**config.mk**
```make
export PLATFORM = sky130hd
export DESIGN_NAME = usb_cmd_frame_parser
export DESIGN_NICKNAME = d
export VERILOG_FILES = /design/src/rtl/usb_cmd_frame_parser.sv
export SDC_FILE = /design/constraint.sdc
export NUM_CORES = 1
export LEC_CHECK = 0
export BUFFER_PORTS_ARGS = -buffer_cell sky130_fd_sc_hd__buf_2
export CAP_MARGIN = 10
export CORE_ASPECT_RATIO = 1.1
export CORE_MARGIN = 5
export CORE_UTILIZATION = 31
export DETAILED_ROUTE_END_ITERATION = 10
export GPL_TIMING_DRIVEN = 1
export SLEW_MARGIN = 20
export SYNTH_ARGS = -nofsm -noshare
export SYNTH_HDL_FRONTEND = slang
export SYNTH_SLANG_ARGS = --single-unit
```
**constraint.sdc**
```tcl
create_clock -name clk -period 3.15 [get_ports clk]
set_input_delay 0.63 -clock clk [delete_from_list [all_inputs] [get_ports clk]]
set_output_delay 0.63 -clock clk [all_outputs]
set_load 0.02 [all_outputs]
```
**src/rtl/usb_cmd_frame_parser.sv**
```systemverilog
// ============================================================================
// Module      : usb_cmd_frame_parser
// Description : USB byte-stream deframer (AA 55 CMD LEN_H LEN_L PAYLOAD CHK).
//               Optional inter-byte timeout enabled by macro CMD_TIMEOUT_EN.
// Revision    : 1.0 - initial release
// ============================================================================
`default_nettype none

module usb_cmd_frame_parser #(
    parameter int MAX_PAYLOAD_LEN = 128
`ifdef CMD_TIMEOUT_EN
    ,
    parameter int TIMEOUT_CYCLES  = 50000
`endif
) (
    input  logic        clk,
    input  logic        rst,
    input  logic [7:0]  usb_data_in,
    input  logic        usb_data_valid_in,
    output logic [7:0]  cmd_type,
    output logic [15:0] cmd_length,
    output logic        cmd_start,
    output logic [7:0]  cmd_data,
    output logic [15:0] cmd_data_index,
    output logic        cmd_data_valid,
    output logic        cmd_done,
    output logic        cmd_error,
    output logic [1:0]  cmd_err_code
);

    localparam logic [15:0] MAX_LEN16   = 16'(MAX_PAYLOAD_LEN);
    localparam logic [1:0]  ERR_CHKSUM  = 2'd1;
    localparam logic [1:0]  ERR_LENGTH  = 2'd2;
    localparam logic [1:0]  ERR_TIMEOUT = 2'd3;

    typedef enum logic [2:0] {
        S_SYNC0 = 3'd0,
        S_SYNC1 = 3'd1,
        S_CMD   = 3'd2,
        S_LENH  = 3'd3,
        S_LENL  = 3'd4,
        S_DATA  = 3'd5,
        S_CHK   = 3'd6
    } state_t;

    state_t      state_q, state_d;
    logic [7:0]  sum_q, sum_d;
    logic [7:0]  pend_type_q, pend_type_d;
    logic [7:0]  len_hi_q, len_hi_d;
    logic [15:0] frame_len_q, frame_len_d;
    logic [15:0] idx_q, idx_d;

    logic [7:0]  cmd_type_q, cmd_type_d;
    logic [15:0] cmd_length_q, cmd_length_d;
    logic        cmd_start_q, cmd_start_d;
    logic [7:0]  cmd_data_q, cmd_data_d;
    logic [15:0] cmd_index_q, cmd_index_d;
    logic        cmd_dvalid_q, cmd_dvalid_d;
    logic        cmd_done_q, cmd_done_d;
    logic        cmd_error_q, cmd_error_d;
    logic [1:0]  err_code_q, err_code_d;

    logic [15:0] rx_len;
    logic        timeout_hit;

    assign rx_len = {len_hi_q, usb_data_in};

`ifdef CMD_TIMEOUT_EN
    localparam int               TMO_W    = $clog2(TIMEOUT_CYCLES + 1);
    localparam logic [TMO_W-1:0] TMO_LAST = TMO_W'(TIMEOUT_CYCLES - 1);

    logic [TMO_W-1:0] tmo_q, tmo_d;

    // Idle clocks are counted only while a frame is in progress.
    always_comb begin
        tmo_d       = '0;
        timeout_hit = 1'b0;
        if (!usb_data_valid_in && (state_q != S_SYNC0)) begin
            if (tmo_q == TMO_LAST) begin
                timeout_hit = 1'b1;
            end else begin
                tmo_d = tmo_q + 1'b1;
            end
        end
    end

    always_ff @(posedge clk or posedge rst) begin
        if (rst) begin
            tmo_q <= '0;
        end else begin
            tmo_q <= tmo_d;
        end
    end
`else
    assign timeout_hit = 1'b0;
`endif

    always_comb begin
        state_d      = state_q;
        sum_d        = sum_q;
        pend_type_d  = pend_type_q;
        len_hi_d     = len_hi_q;
        frame_len_d  = frame_len_q;
        idx_d        = idx_q;
        cmd_type_d   = cmd_type_q;
        cmd_length_d = cmd_length_q;
        cmd_data_d   = cmd_data_q;
        cmd_index_d  = cmd_index_q;
        err_code_d   = err_code_q;
        cmd_start_d  = 1'b0;
        cmd_dvalid_d = 1'b0;
        cmd_done_d   = 1'b0;
        cmd_error_d  = 1'b0;

        if (usb_data_valid_in) begin
            case (state_q)
                S_SYNC0: begin
                    if (usb_data_in == 8'hAA) state_d = S_SYNC1;
                end
                S_SYNC1: begin
                    if (usb_data_in == 8'h55) begin
                        state_d = S_CMD;
                    end else if (usb_data_in != 8'hAA) begin
                        state_d = S_SYNC0;
                    end
                end
                S_CMD: begin
                    pend_type_d = usb_data_in;
                    sum_d       = usb_data_in;
                    state_d     = S_LENH;
                end
                S_LENH: begin
                    len_hi_d = usb_data_in;
                    sum_d    = sum_q + usb_data_in;
                    state_d  = S_LENL;
                end
                S_LENL: begin
                    sum_d = sum_q + usb_data_in;
                    if (rx_len > MAX_LEN16) begin
                        cmd_error_d = 1'b1;
                        err_code_d  = ERR_LENGTH;
                        state_d     = S_SYNC0;
                    end else begin
                        // Header is published together with the start pulse.
                        cmd_start_d  = 1'b1;
                        cmd_type_d   = pend_type_q;
                        cmd_length_d = rx_len;
                        frame_len_d  = rx_len;
                        idx_d        = '0;
                        state_d      = (rx_len == 16'd0) ? S_CHK : S_DATA;
                    end
                end
                S_DATA: begin
                    cmd_dvalid_d = 1'b1;
                    cmd_data_d   = usb_data_in;
                    cmd_index_d  = idx_q;
                    sum_d        = sum_q + usb_data_in;
                    idx_d        = idx_q + 16'd1;
                    if (idx_q == frame_len_q - 16'd1) state_d = S_CHK;
                end
                S_CHK: begin
                    if (usb_data_in == sum_q) begin
                        cmd_done_d = 1'b1;
                    end else begin
                        cmd_error_d = 1'b1;
                        err_code_d  = ERR_CHKSUM;
                    end
                    state_d = S_SYNC0;
                end
                default: state_d = S_SYNC0;
            endcase
        end else if (timeout_hit) begin
            cmd_error_d = 1'b1;
            err_code_d  = ERR_TIMEOUT;
            state_d     = S_SYNC0;
        end
    end

    always_ff @(posedge clk or posedge rst) begin
        if (rst) begin
            state_q      <= S_SYNC0;
            sum_q        <= '0;
            pend_type_q  <= '0;
            len_hi_q     <= '0;
            frame_len_q  <= '0;
            idx_q        <= '0;
            cmd_type_q   <= '0;
            cmd_length_q <= '0;
            cmd_start_q  <= 1'b0;
            cmd_data_q   <= '0;
            cmd_index_q  <= '0;
            cmd_dvalid_q <= 1'b0;
            cmd_done_q   <= 1'b0;
            cmd_error_q  <= 1'b0;
            err_code_q   <= '0;
        end else begin
            state_q      <= state_d;
            sum_q        <= sum_d;
            pend_type_q  <= pend_type_d;
            len_hi_q     <= len_hi_d;
            frame_len_q  <= frame_len_d;
            idx_q        <= idx_d;
            cmd_type_q   <= cmd_type_d;
            cmd_length_q <= cmd_length_d;
            cmd_start_q  <= cmd_start_d;
            cmd_data_q   <= cmd_data_d;
            cmd_index_q  <= cmd_index_d;
            cmd_dvalid_q <= cmd_dvalid_d;
            cmd_done_q   <= cmd_done_d;
            cmd_error_q  <= cmd_error_d;
            err_code_q   <= err_code_d;
        end
    end

    assign cmd_type       = cmd_type_q;
    assign cmd_length     = cmd_length_q;
    assign cmd_start      = cmd_start_q;
    assign cmd_data       = cmd_data_q;
    assign cmd_data_index = cmd_index_q;
    assign cmd_data_valid = cmd_dvalid_q;
    assign cmd_done       = cmd_done_q;
    assign cmd_error      = cmd_error_q;
    assign cmd_err_code   = err_code_q;

endmodule

`default_nettype wire
```
==> impl_metrics.json, run 1 <==
{
  "result_of_the_run": "complete, no violations",
  "report.final.hold_viol_count": 0,
  "reg2reg_from": "cmd_length[1]",
  "power_frac_comb_pct": 36.3,
  "layout_worst_path_cycle_share_pct": 91.6,
  "worst_skew_late_latency_ps": 350,
  "post_detailed_route_via_to_cell_ratio": 5.13,
  "setup_viol": 0,
  "switching_power_mw": 1.69,
  "timing.setup.tns_ps": 0,
  "ctsHoldBuffers": 0,
  "power.internal_mw": 2.91,
  "synth_cell_type_count": 52,
  "yosys-top-cells-area": "sky130_fd_sc_hd__dfrtp_1, sky130_fd_sc_hd__mux2_2, sky130_fd_sc_hd__nand2_1",
  "sequential_cell_area_sq_mm": 0.00243,
  "arrival_ps": 3160,
  "io_buffers": 64,
  "cts.reportedPaths.clkPinSlew_ps": 60,
  "routabilityCongestion": 0.859,
  "drt.antenna.violating_nets": 0,
  "slew-limit-headroom_pct": 54.3,
  "critical_path.max_fanout": 6,
  "yosys.area.top_type": "sky130_fd_sc_hd__dfrtp_1",
  "worst_tran_pin_value_ps": 685,
  "place.detailed.hpwl_um": 8860,
  "timing.hold.worst.class": "in -> async",
  "peakVddDrop_uv": 345,
  "start_util_pct": 31.2,
  "finalMaxSlewViolations": 0,
  "track_usage_pct": 14.2,
  "postCtsSetupRepairBufs": 0,
  "cts_buffers": 9,
  "async_sr_flop_fraction_pct": 100,
  "crit_path_end_kind": "flop",
  "ctsLongestPathBuffers": 2,
  "number_of_vias_after_detailed_routing": 3781,
  "achievable-frequency_ghz": 0.347,
  "seq_area_frac_synth_pct": 49.9,
  "detailedRoute.firstIterationViolations": 183,
  "clock_tree_from_tritoncts": "done",
  "postSynthCellCount": 466,
  "fp.dieH_um": 141,
  "power_frac_clock_pct": 23.7,
  "max-cap-violations": 0,
  "antenna_found_initial": 0,
  "seq_power_share_pct": 40.0,
  "crit_type": "reg -> reg",
  "p_sw_share_pct": 36.7,
  "synth-main-ff-cell": "sky130_fd_sc_hd__dfrtp_1",
  "fill_cells": 1538,
  "synth_enable_flop_cells": 0,
  "finalCriticalPeriod_ps": 2890,
  "average_wire_length_per_cell_after_detail_routing_um": 16.8,
  "postSynthNetCount": 487,
  "layout-area-overhead-vs-synth_pct": 18.8,
  "htree_depth": 3,
  "grt_max_degree": 98,
  "n_antenna_cell": 0,
  "die_width_um": 129,
  "power_mw": 4.60,
  "core.rowCount": 48,
  "cts_num_sinks": 97,
  "worst_ep_required_time_ps": 3420,
  "design.die.area_sq_mm": 0.0183,
  "rsz0062_at_grt": "no",
  "post_route_cells_drive_above_1_share_pct": 26.6,
  "grt_first_pass_wirelength_um": 20500,
  "postSynthAreaPerCell_sq_um": 10.4,
  "vias_in_the_first_global_route": 3845,
  "cellPowerDensity_mw_per_mm2": 797,
  "drc_errors": 0,
  "multiInputGateArea_sq_mm": 0.00230,
  "synth_top_area_share_pct": 49.9,
  "postRouteWirelength_um": 12400,
  "clock-root-buffer": "sky130_fd_sc_hd__clkbuf_16",
  "worstSetupStartpoint": "cmd_length[1]",
  "layout.nets": 553,
  "pin_count": 65,
  "power.static_leakage_nw": 2.80,
  "synthesis.yosys.warnings": 0,
  "worst_clock_skew_ps": 5.40,
  "gr-total-overflow": 0,
  "ctsResizeCount": 0,
  "synth.cell_area_sq_mm": 0.00486,
  "placeableCoreArea_sq_mm": 0.0156,
  "final_util_pct": 37.1,
  "crit_path_start_kind": "flop",
  "synth_seq_cells": 97,
  "detail_route.first_pass.iterations": 5
}
[state kept, by name (all words and copies together) (netlist names), 2 cells and up]
name / flops
cmd_data: 8
cmd_data_index: 16
cmd_err_code: 2
cmd_length: 16
cmd_type: 8
idx_q: 16
len_hi_q: 8
pend_type_q: 8
state_q: 3
sum_q: 8
[path summary, 6_finish.rpt]
path	endpoint	slack [ps]	cells past startpoint
hold / removal	cmd_data_index[13]	400	3
hold reg to reg	len_hi_q[1]	470	2
min in group clk	len_hi_q[1]	470	2
setup / recovery	state_q[0]	260	9
max in group asynchronous	cmd_length[8]	2310	3
setup reg to reg	state_q[0]	260	9
[metrics by stage]
stage                     cell area (sq um)  setup WS (ps)  hold WS [ps]  cells
after floorplan                        4860            361           440    466
final                                  5770            264           400    737
after CTS                              5770            263           450    737
after global routing                   5770            138           478    737
after global placement                 5480            205           456    721
after detailed placement               5480            156           463    721
[cells by family after synthesis]
kind of cell / synth area share (%)
buffers and inverters: 2.86
multiplexers: 11.6
AND/OR/NAND/NOR: 16.9
flip-flops: 49.9
AO/OA/AOI/OAI: 10.2
adder cells (fa/ha/maj): 2.73
XOR/XNOR: 5.77
[placed cells by master (no fill, tap or decap), drive strengths merged, types with 2 or more instances in the layout]
cell	instances
a311oi	2
nor2b	13
nor4	4
mux2i	8
nand2b	3
nand2	58
o21bai	2
nor3	9
mux2	43
a21oi	17
o21a	3
o41ai	3
nand4	9
dfrtp	97
nand3	8
a21o	2
ha	9
and3	3
nor4b	3
nand3b	2
clkinv	2
a22oi	3
xnor2	13
or3	13
buf	79
xor2	19
a2111oi	2
o21ai	31
nor2	27
clkbuf	13
or4	6
inv	11
o211ai	3
[Yosys cell counts, types with 4 or more instances]
library cell	number
sky130_fd_sc_hd__nor4_1	4
sky130_fd_sc_hd__clkbuf_1	18
sky130_fd_sc_hd__nand3_1	8
sky130_fd_sc_hd__inv_1	12
sky130_fd_sc_hd__xor2_1	19
sky130_fd_sc_hd__a21oi_1	17
sky130_fd_sc_hd__or3_1	12
sky130_fd_sc_hd__mux2_2	43
sky130_fd_sc_hd__mux2i_1	8
sky130_fd_sc_hd__ha_1	9
sky130_fd_sc_hd__nor2b_1	13
sky130_fd_sc_hd__nor2_1	27
sky130_fd_sc_hd__nor3_1	7
sky130_fd_sc_hd__dfrtp_1	97
sky130_fd_sc_hd__or4_1	5
sky130_fd_sc_hd__nand4_1	9
sky130_fd_sc_hd__o21ai_0	31
sky130_fd_sc_hd__nand2_1	58
sky130_fd_sc_hd__xnor2_1	13
[final cells by class]
| class | instances | share of cell area (%) |
|---|---|---|
| well taps | 200 | 4.33 |
| repair buffers | 79 | 7.93 |
| multi-input cells | 333 | 39.8 |
| clock inverters | 3 | 0.694 |
| inverters | 12 | 0.845 |
| clock buffers | 13 | 4.33 |
| flip-flops and latches | 97 | 42.0 |
[worst max-delay path: stages, from the launching register on]
cell                        delay [ps]
sky130_fd_sc_hd__dfrtp_1           440
sky130_fd_sc_hd__inv_1             100
sky130_fd_sc_hd__ha_1              230
sky130_fd_sc_hd__nand2b_1          170
sky130_fd_sc_hd__or3_4             440
sky130_fd_sc_hd__or3_1             340
sky130_fd_sc_hd__a2111oi_2         370
sky130_fd_sc_hd__o2111a_1          230
sky130_fd_sc_hd__a41o_1            270
sky130_fd_sc_hd__mux2i_1           210
[layer usage]
layer	track usage (%)	share of wire, %	up-vias
met2	23.6	50	87
met5	0	0	-
li1	-	-	1777
met3	2.94	4.2	23
met1	18.3	44	1894
met4	5.58	2.4	0
[power by group through the flow]
stage               registers [mW]  logic (mW)  clock network [mW]
floorplan                     1.92        1.07                   0
global placement              1.84        1.63                   0
detailed placement            1.86        1.69                   0
CTS                           1.84        1.69                1.13
global route                  1.88        1.86                1.18
finish                        1.84        1.67                1.09
Note: power is estimated with default switching activity, not from simulation.
==> run 2, diff against run 1 <==
--- a/config.mk
+++ b/config.mk
@@ -9,10 +9,9 @@
 export CAP_MARGIN = 10
 export CORE_ASPECT_RATIO = 1.1
 export CORE_MARGIN = 5
-export CORE_UTILIZATION = 31
+export CORE_UTILIZATION = 35
 export DETAILED_ROUTE_END_ITERATION = 10
 export GPL_TIMING_DRIVEN = 1
-export SLEW_MARGIN = 20
 export SYNTH_ARGS = -nofsm -noshare
 export SYNTH_HDL_FRONTEND = slang
 export SYNTH_SLANG_ARGS = --single-unit
==> impl_metrics.json, run 2 (same netlist as run 1, synthesis figures left out) <==
{
  "timing.setup.tns_ps": 0,
  "post_place_setup_slack_ps": 106,
  "arrival_ps": 3100,
  "timing.hold.worst.class": "in -> async",
  "most-common-layout-cells": "sky130_fd_sc_hd__dfrtp_1, sky130_fd_sc_hd__buf_2, sky130_fd_sc_hd__nand2_1",
  "crit_path_end_kind": "flop",
  "layout_worst_path_cycle_share_pct": 90.0,
  "postLayoutSetupSlackWorst_ps": 314,
  "post_detailed_route_via_to_cell_ratio": 5.07,
  "routabilityCongestion": 0.845,
  "slew-limit-headroom_pct": 51.7,
  "ctsResizeCount": 0,
  "worst_ep_required_time_ps": 3420,
  "layout-area-overhead-vs-synth_pct": 19.3,
  "gr-total-overflow": 0,
  "setup_viol": 0,
  "ctsLongestPathBuffers": 2,
  "result_of_the_run": "complete, no violations",
  "pin_count": 65,
  "n_antenna_cell": 0,
  "layout.nets": 554,
  "grt_first_pass_wirelength_um": 19200,
  "peakVddDrop_uv": 405,
  "fp.dieH_um": 134,
  "worst_skew_late_latency_ps": 350,
  "finalMaxSlewViolations": 0,
  "drc_errors": 0,
  "cts_buffers": 9,
  "clock-root-buffer": "sky130_fd_sc_hd__clkbuf_16",
  "core.rowCount": 45,
  "final_util_pct": 42.2,
  "rsz0062_at_grt": "no",
  "worst_clock_skew_ps": 8.24,
  "antenna_found_initial": 0,
  "die_width_um": 122,
  "cts.reportedPaths.clkPinSlew_ps": 70,
  "average_wire_length_per_cell_after_detail_routing_um": 16.3,
  "number_of_vias_after_detailed_routing": 3679,
  "mostFrequentLayoutCell": "sky130_fd_sc_hd__dfrtp_1",
  "fill_cells": 1360,
  "dpl.cell_count": 710,
  "reg2reg_depth": 9,
  "crit_path_top_delay_cell": "sky130_fd_sc_hd__dfrtp_1",
  "vias_in_the_first_global_route": 3796,
  "power_mw": 4.68,
  "power.static_leakage_nw": 2.81,
  "crit_path_start_kind": "flop",
  "start_util_pct": 35.4,
  "largest_incremental_delay_on_the_critical_path_ps": 430,
  "cellPowerDensity_mw_per_mm2": 808,
  "report.final.hold_viol_count": 0,
  "detail_route.first_pass.iterations": 4,
  "achievable-frequency_ghz": 0.353,
  "place.detailed.hpwl_um": 8570,
  "final_cell_count_no_fill": 726,
  "htree_depth": 3,
  "ctsHoldBuffers": 0,
  "post_route_cells_drive_above_1_share_pct": 27.1,
  "reg2reg_from": "cmd_length[1]",
  "design.die.area_sq_mm": 0.0163,
  "postCtsSetupRepairBufs": 0,
  "clock_tree_from_tritoncts": "done",
  "max-cap-violations": 0,
  "postRouteWirelength_um": 11800,
  "track_usage_pct": 15.0,
  "io_buffers": 64,
  "rrSetupSlack_ps": 310,
  "placeableCoreArea_sq_mm": 0.0137,
  "crit_type": "reg -> reg",
  "worst_tran_pin_value_ps": 725,
  "grt_max_degree": 70,
  "worstReg2RegEnd": "state_q[0]",
  "finalCriticalPeriod_ps": 2840,
  "cts_num_sinks": 97,
  "cp_cell_sequence": "inv_1 -> ha_1 -> nand2b_1 -> or3_4 -> or3_1 -> a2111oi_2 -> o2111a_1 -> a41o_1 -> mux2i_1",
  "drt.antenna.violating_nets": 0,
  "critical_path.max_fanout": 6,
  "detailedRoute.firstIterationViolations": 214
}
run 2: cell types whose count changed in the layout (fill, tap and decap cells not counted):
cell	previous run	this run
sky130_fd_sc_hd__clkbuf_8	1	0
sky130_fd_sc_hd__buf_4	13	14
sky130_fd_sc_hd__clkinvlp_4	1	4
sky130_fd_sc_hd__clkinv_2	2	0
sky130_fd_sc_hd__clkbuf_1	3	1
sky130_fd_sc_hd__bufinv_16	1	2
sky130_fd_sc_hd__inv_6	0	1
run 2: power breakdown:
group	internal [mW]	leakage, nW	switching, mW
Sequential	1.55	1.29	0.272
Clock	0.699	0.145	0.490
Combinational	0.734	1.37	0.936
run 2: final cells by class:
class | instances | area, sq um | share of cell area (%)
sequential | 97 | 2430 | 41.9
multi-input combinational | 333 | 2300 | 39.7
timing repair buffer | 80 | 465 | 8.03
tap | 188 | 235 | 4.06
clock buffer | 10 | 229 | 3.95
clock inverter | 6 | 91.3 | 1.58
inverter | 12 | 48.8 | 0.842
run 2: worst max path at each step:
stage	startpoint	end	cells after the start
detailed placement	usb_data_in[2]	idx_q[6]	8
global placement	usb_data_in[2]	idx_q[6]	8
finish	cmd_length[1]	state_q[0]	9
global route	cmd_length[1]	state_q[0]	9
CTS	cmd_length[1]	state_q[0]	9
floorplan	usb_data_in[2]	cmd_length[4]	6
run 2: stage by stage:
stage,hold WS [ps],cell area (sq um)
floorplan,440,4860
global placement,452,5480
detailed placement,464,5480
CTS,378,5800
global route,421,5800
finish,358,5800
run 2: worst max-delay path: cells and delay by family (launching register included):
kind,cells,cell delay [ps]
compound gates,3,870
fa+ha+maj,1,230
buf+inv,1,100
flops,1,430
mux,1,200
simple gates,3,920
run 2: per-layer routing:
metal / up-vias / global-route usage [%] / wire length (um)
met5: - / 0 / 0
met2: 62 / 24.7 / 5830
met4: 0 / 6.22 / 243
li1: 1780 / - / -
met3: 17 / 2.63 / 490
met1: 1820 / 19.3 / 5280
==> run 3, diff against run 2 <==
--- a/config.mk
+++ b/config.mk
@@ -9,9 +9,10 @@
 export CAP_MARGIN = 10
 export CORE_ASPECT_RATIO = 1.1
 export CORE_MARGIN = 5
-export CORE_UTILIZATION = 35
+export CORE_UTILIZATION = 52
 export DETAILED_ROUTE_END_ITERATION = 10
 export GPL_TIMING_DRIVEN = 1
+export PLACE_DENSITY = 0.76
 export SYNTH_ARGS = -nofsm -noshare
 export SYNTH_HDL_FRONTEND = slang
 export SYNTH_SLANG_ARGS = --single-unit
==> impl_metrics.json, run 3 (same netlist as run 1, synthesis figures left out) <==
{
  "cellPowerDensity_mw_per_mm2": 794,
  "final.hold.worst_slack_ps": 284,
  "final_util_pct": 60.5,
  "p_sw_share_pct": 37.2,
  "drt.antenna.violating_nets": 0,
  "routabilityCongestion": 0.884,
  "finalMaxSlewViolations": 0,
  "gr-total-overflow": 0,
  "most-common-layout-cells": "sky130_fd_sc_hd__dfrtp_1, sky130_fd_sc_hd__buf_2, sky130_fd_sc_hd__nand2_1",
  "achievable-frequency_ghz": 0.344,
  "result_of_the_run": "complete, no violations",
  "arrival_ps": 3190,
  "finalCriticalPeriod_ps": 2900,
  "peakVddDrop_uv": 459,
  "design.die.area_sq_mm": 0.0114,
  "worst_ep_required_time_ps": 3440,
  "io_buffers": 64,
  "switching_power_mw": 1.65,
  "average_wire_length_per_cell_after_detail_routing_um": 17.1,
  "cts_num_sinks": 97,
  "seq_power_share_pct": 41.3,
  "grt_first_pass_wirelength_um": 18500,
  "cp_cell_sequence": "inv_1 -> ha_1 -> nand2b_1 -> or3_4 -> or3_1 -> a2111oi_2 -> o2111a_1 -> a41o_1 -> mux2i_1",
  "slew-limit-headroom_pct": 52.7,
  "drc_errors": 0,
  "clock_tree_from_tritoncts": "done",
  "met2_length_um": 5680,
  "postCtsSetupRepairBufs": 0,
  "setup_viol": 0,
  "report.final.hold_viol_count": 0,
  "pin_count": 65,
  "layout_worst_path_cycle_share_pct": 92.2,
  "post_place_setup_slack_ps": 98.4,
  "die_width_um": 102,
  "n_antenna_cell": 0,
  "detail_route.first_pass.iterations": 4,
  "cts_buffers": 9,
  "place.detailed.hpwl_um": 8330,
  "detailedRoute.firstIterationViolations": 143,
  "route.met3.wl_um": 517,
  "crit_family": "simple AND/OR/NAND/NOR gates",
  "vias_in_the_first_global_route": 3730,
  "critical_path_buf_inv_count": 1,
  "largest_incremental_delay_on_the_critical_path_ps": 460,
  "crit_path_end_kind": "flop",
  "max-cap-violations": 0,
  "start_util_pct": 52.5,
  "worst_tran_pin_value_ps": 710,
  "track_usage_pct": 20.7,
  "power_mw": 4.45,
  "placeableCoreArea_sq_mm": 0.00926,
  "mostFrequentLayoutCell": "sky130_fd_sc_hd__dfrtp_1",
  "core.rowCount": 37,
  "cts.reportedPaths.clkPinSlew_ps": 90,
  "layout.nets": 552,
  "ctsResizeCount": 0,
  "number_of_vias_after_detailed_routing": 3719,
  "worst_skew_late_latency_ps": 370,
  "critical_path.max_fanout": 6,
  "crit_type": "reg -> reg",
  "route.layer.met1.wl_um": 4570,
  "antenna_found_initial": 0,
  "ctsHoldBuffers": 0,
  "fp.dieH_um": 111,
  "routed.top_layer": "met4",
  "worst_clock_skew_ps": 10.2,
  "power.static_leakage_nw": 2.76,
  "post_detailed_route_via_to_cell_ratio": 5.70,
  "rsz0062_at_grt": "no",
  "htree_depth": 3,
  "power_frac_comb_pct": 37.0,
  "ctsLongestPathBuffers": 2,
  "layout-area-overhead-vs-synth_pct": 15.3,
  "post_route_cells_drive_above_1_share_pct": 27.1,
  "clock-root-buffer": "sky130_fd_sc_hd__clkbuf_8",
  "postLayoutSetupSlackWorst_ps": 245,
  "timing.hold.worst.class": "in -> async",
  "grt_max_degree": 42,
  "crit_path_top_delay_cell": "sky130_fd_sc_hd__dfrtp_1",
  "timing.setup.tns_ps": 0,
  "crit_path_start_kind": "flop",
  "power_frac_clock_pct": 21.7,
  "postRouteWirelength_um": 11100,
  "power.internal_mw": 2.80
}
[run 3: worst paths after layout]
| kind | from | endpoint | slack, ps | depth (start not counted) |
|---|---|---|---|---|
| max in group asynchronous | rst | sum_q[7] | 2010 | 3 |
| worst min register to register | pend_type_q[0] | pend_type_q[0] | 480 | 2 |
| worst max-delay path | cmd_length[0] | state_q[0] | 250 | 9 |
| worst min-delay path | rst | len_hi_q[7] | 280 | 2 |
| worst max register to register | cmd_length[0] | state_q[0] | 250 | 9 |
| min in group clk | pend_type_q[0] | pend_type_q[0] | 480 | 2 |
[run 3: metrics by stage]
stage	cells	instance area [sq um]
3_5_place_dp	637	5360
5_1_grt	653	5600
6_report	653	5600
3_3_place_gp	637	5360
2_1_floorplan	466	4860
4_1_cts	653	5600
[run 3: area by class of cell]
| type | instances | area [sq um] |
|---|---|---|
| multi-input cells | 333 | 2300 |
| inverters | 12 | 48.8 |
| clock buffers | 9 | 124 |
| flip-flops and latches | 97 | 2430 |
| repair buffers | 78 | 438 |
| clock inverters | 7 | 119 |
| well taps | 117 | 146 |
| fillers | 797 | 3660 |
[run 3: power groups by stage]
stage,Sequential (mW),Combinational (mW),Clock (mW)
final,1.84,1.65,0.964
after global routing,1.89,1.82,1.05
after CTS,1.84,1.66,0.980
after detailed placement,1.86,1.65,0
after global placement,1.85,1.60,0
after floorplan,1.92,1.07,0
[run 3: per-layer routing]
layer	GRT usage [%]	up-vias
met3	5.39	22
met5	0	-
met2	34.0	98
met1	25.3	1820
li1	-	1779
met4	9.80	0
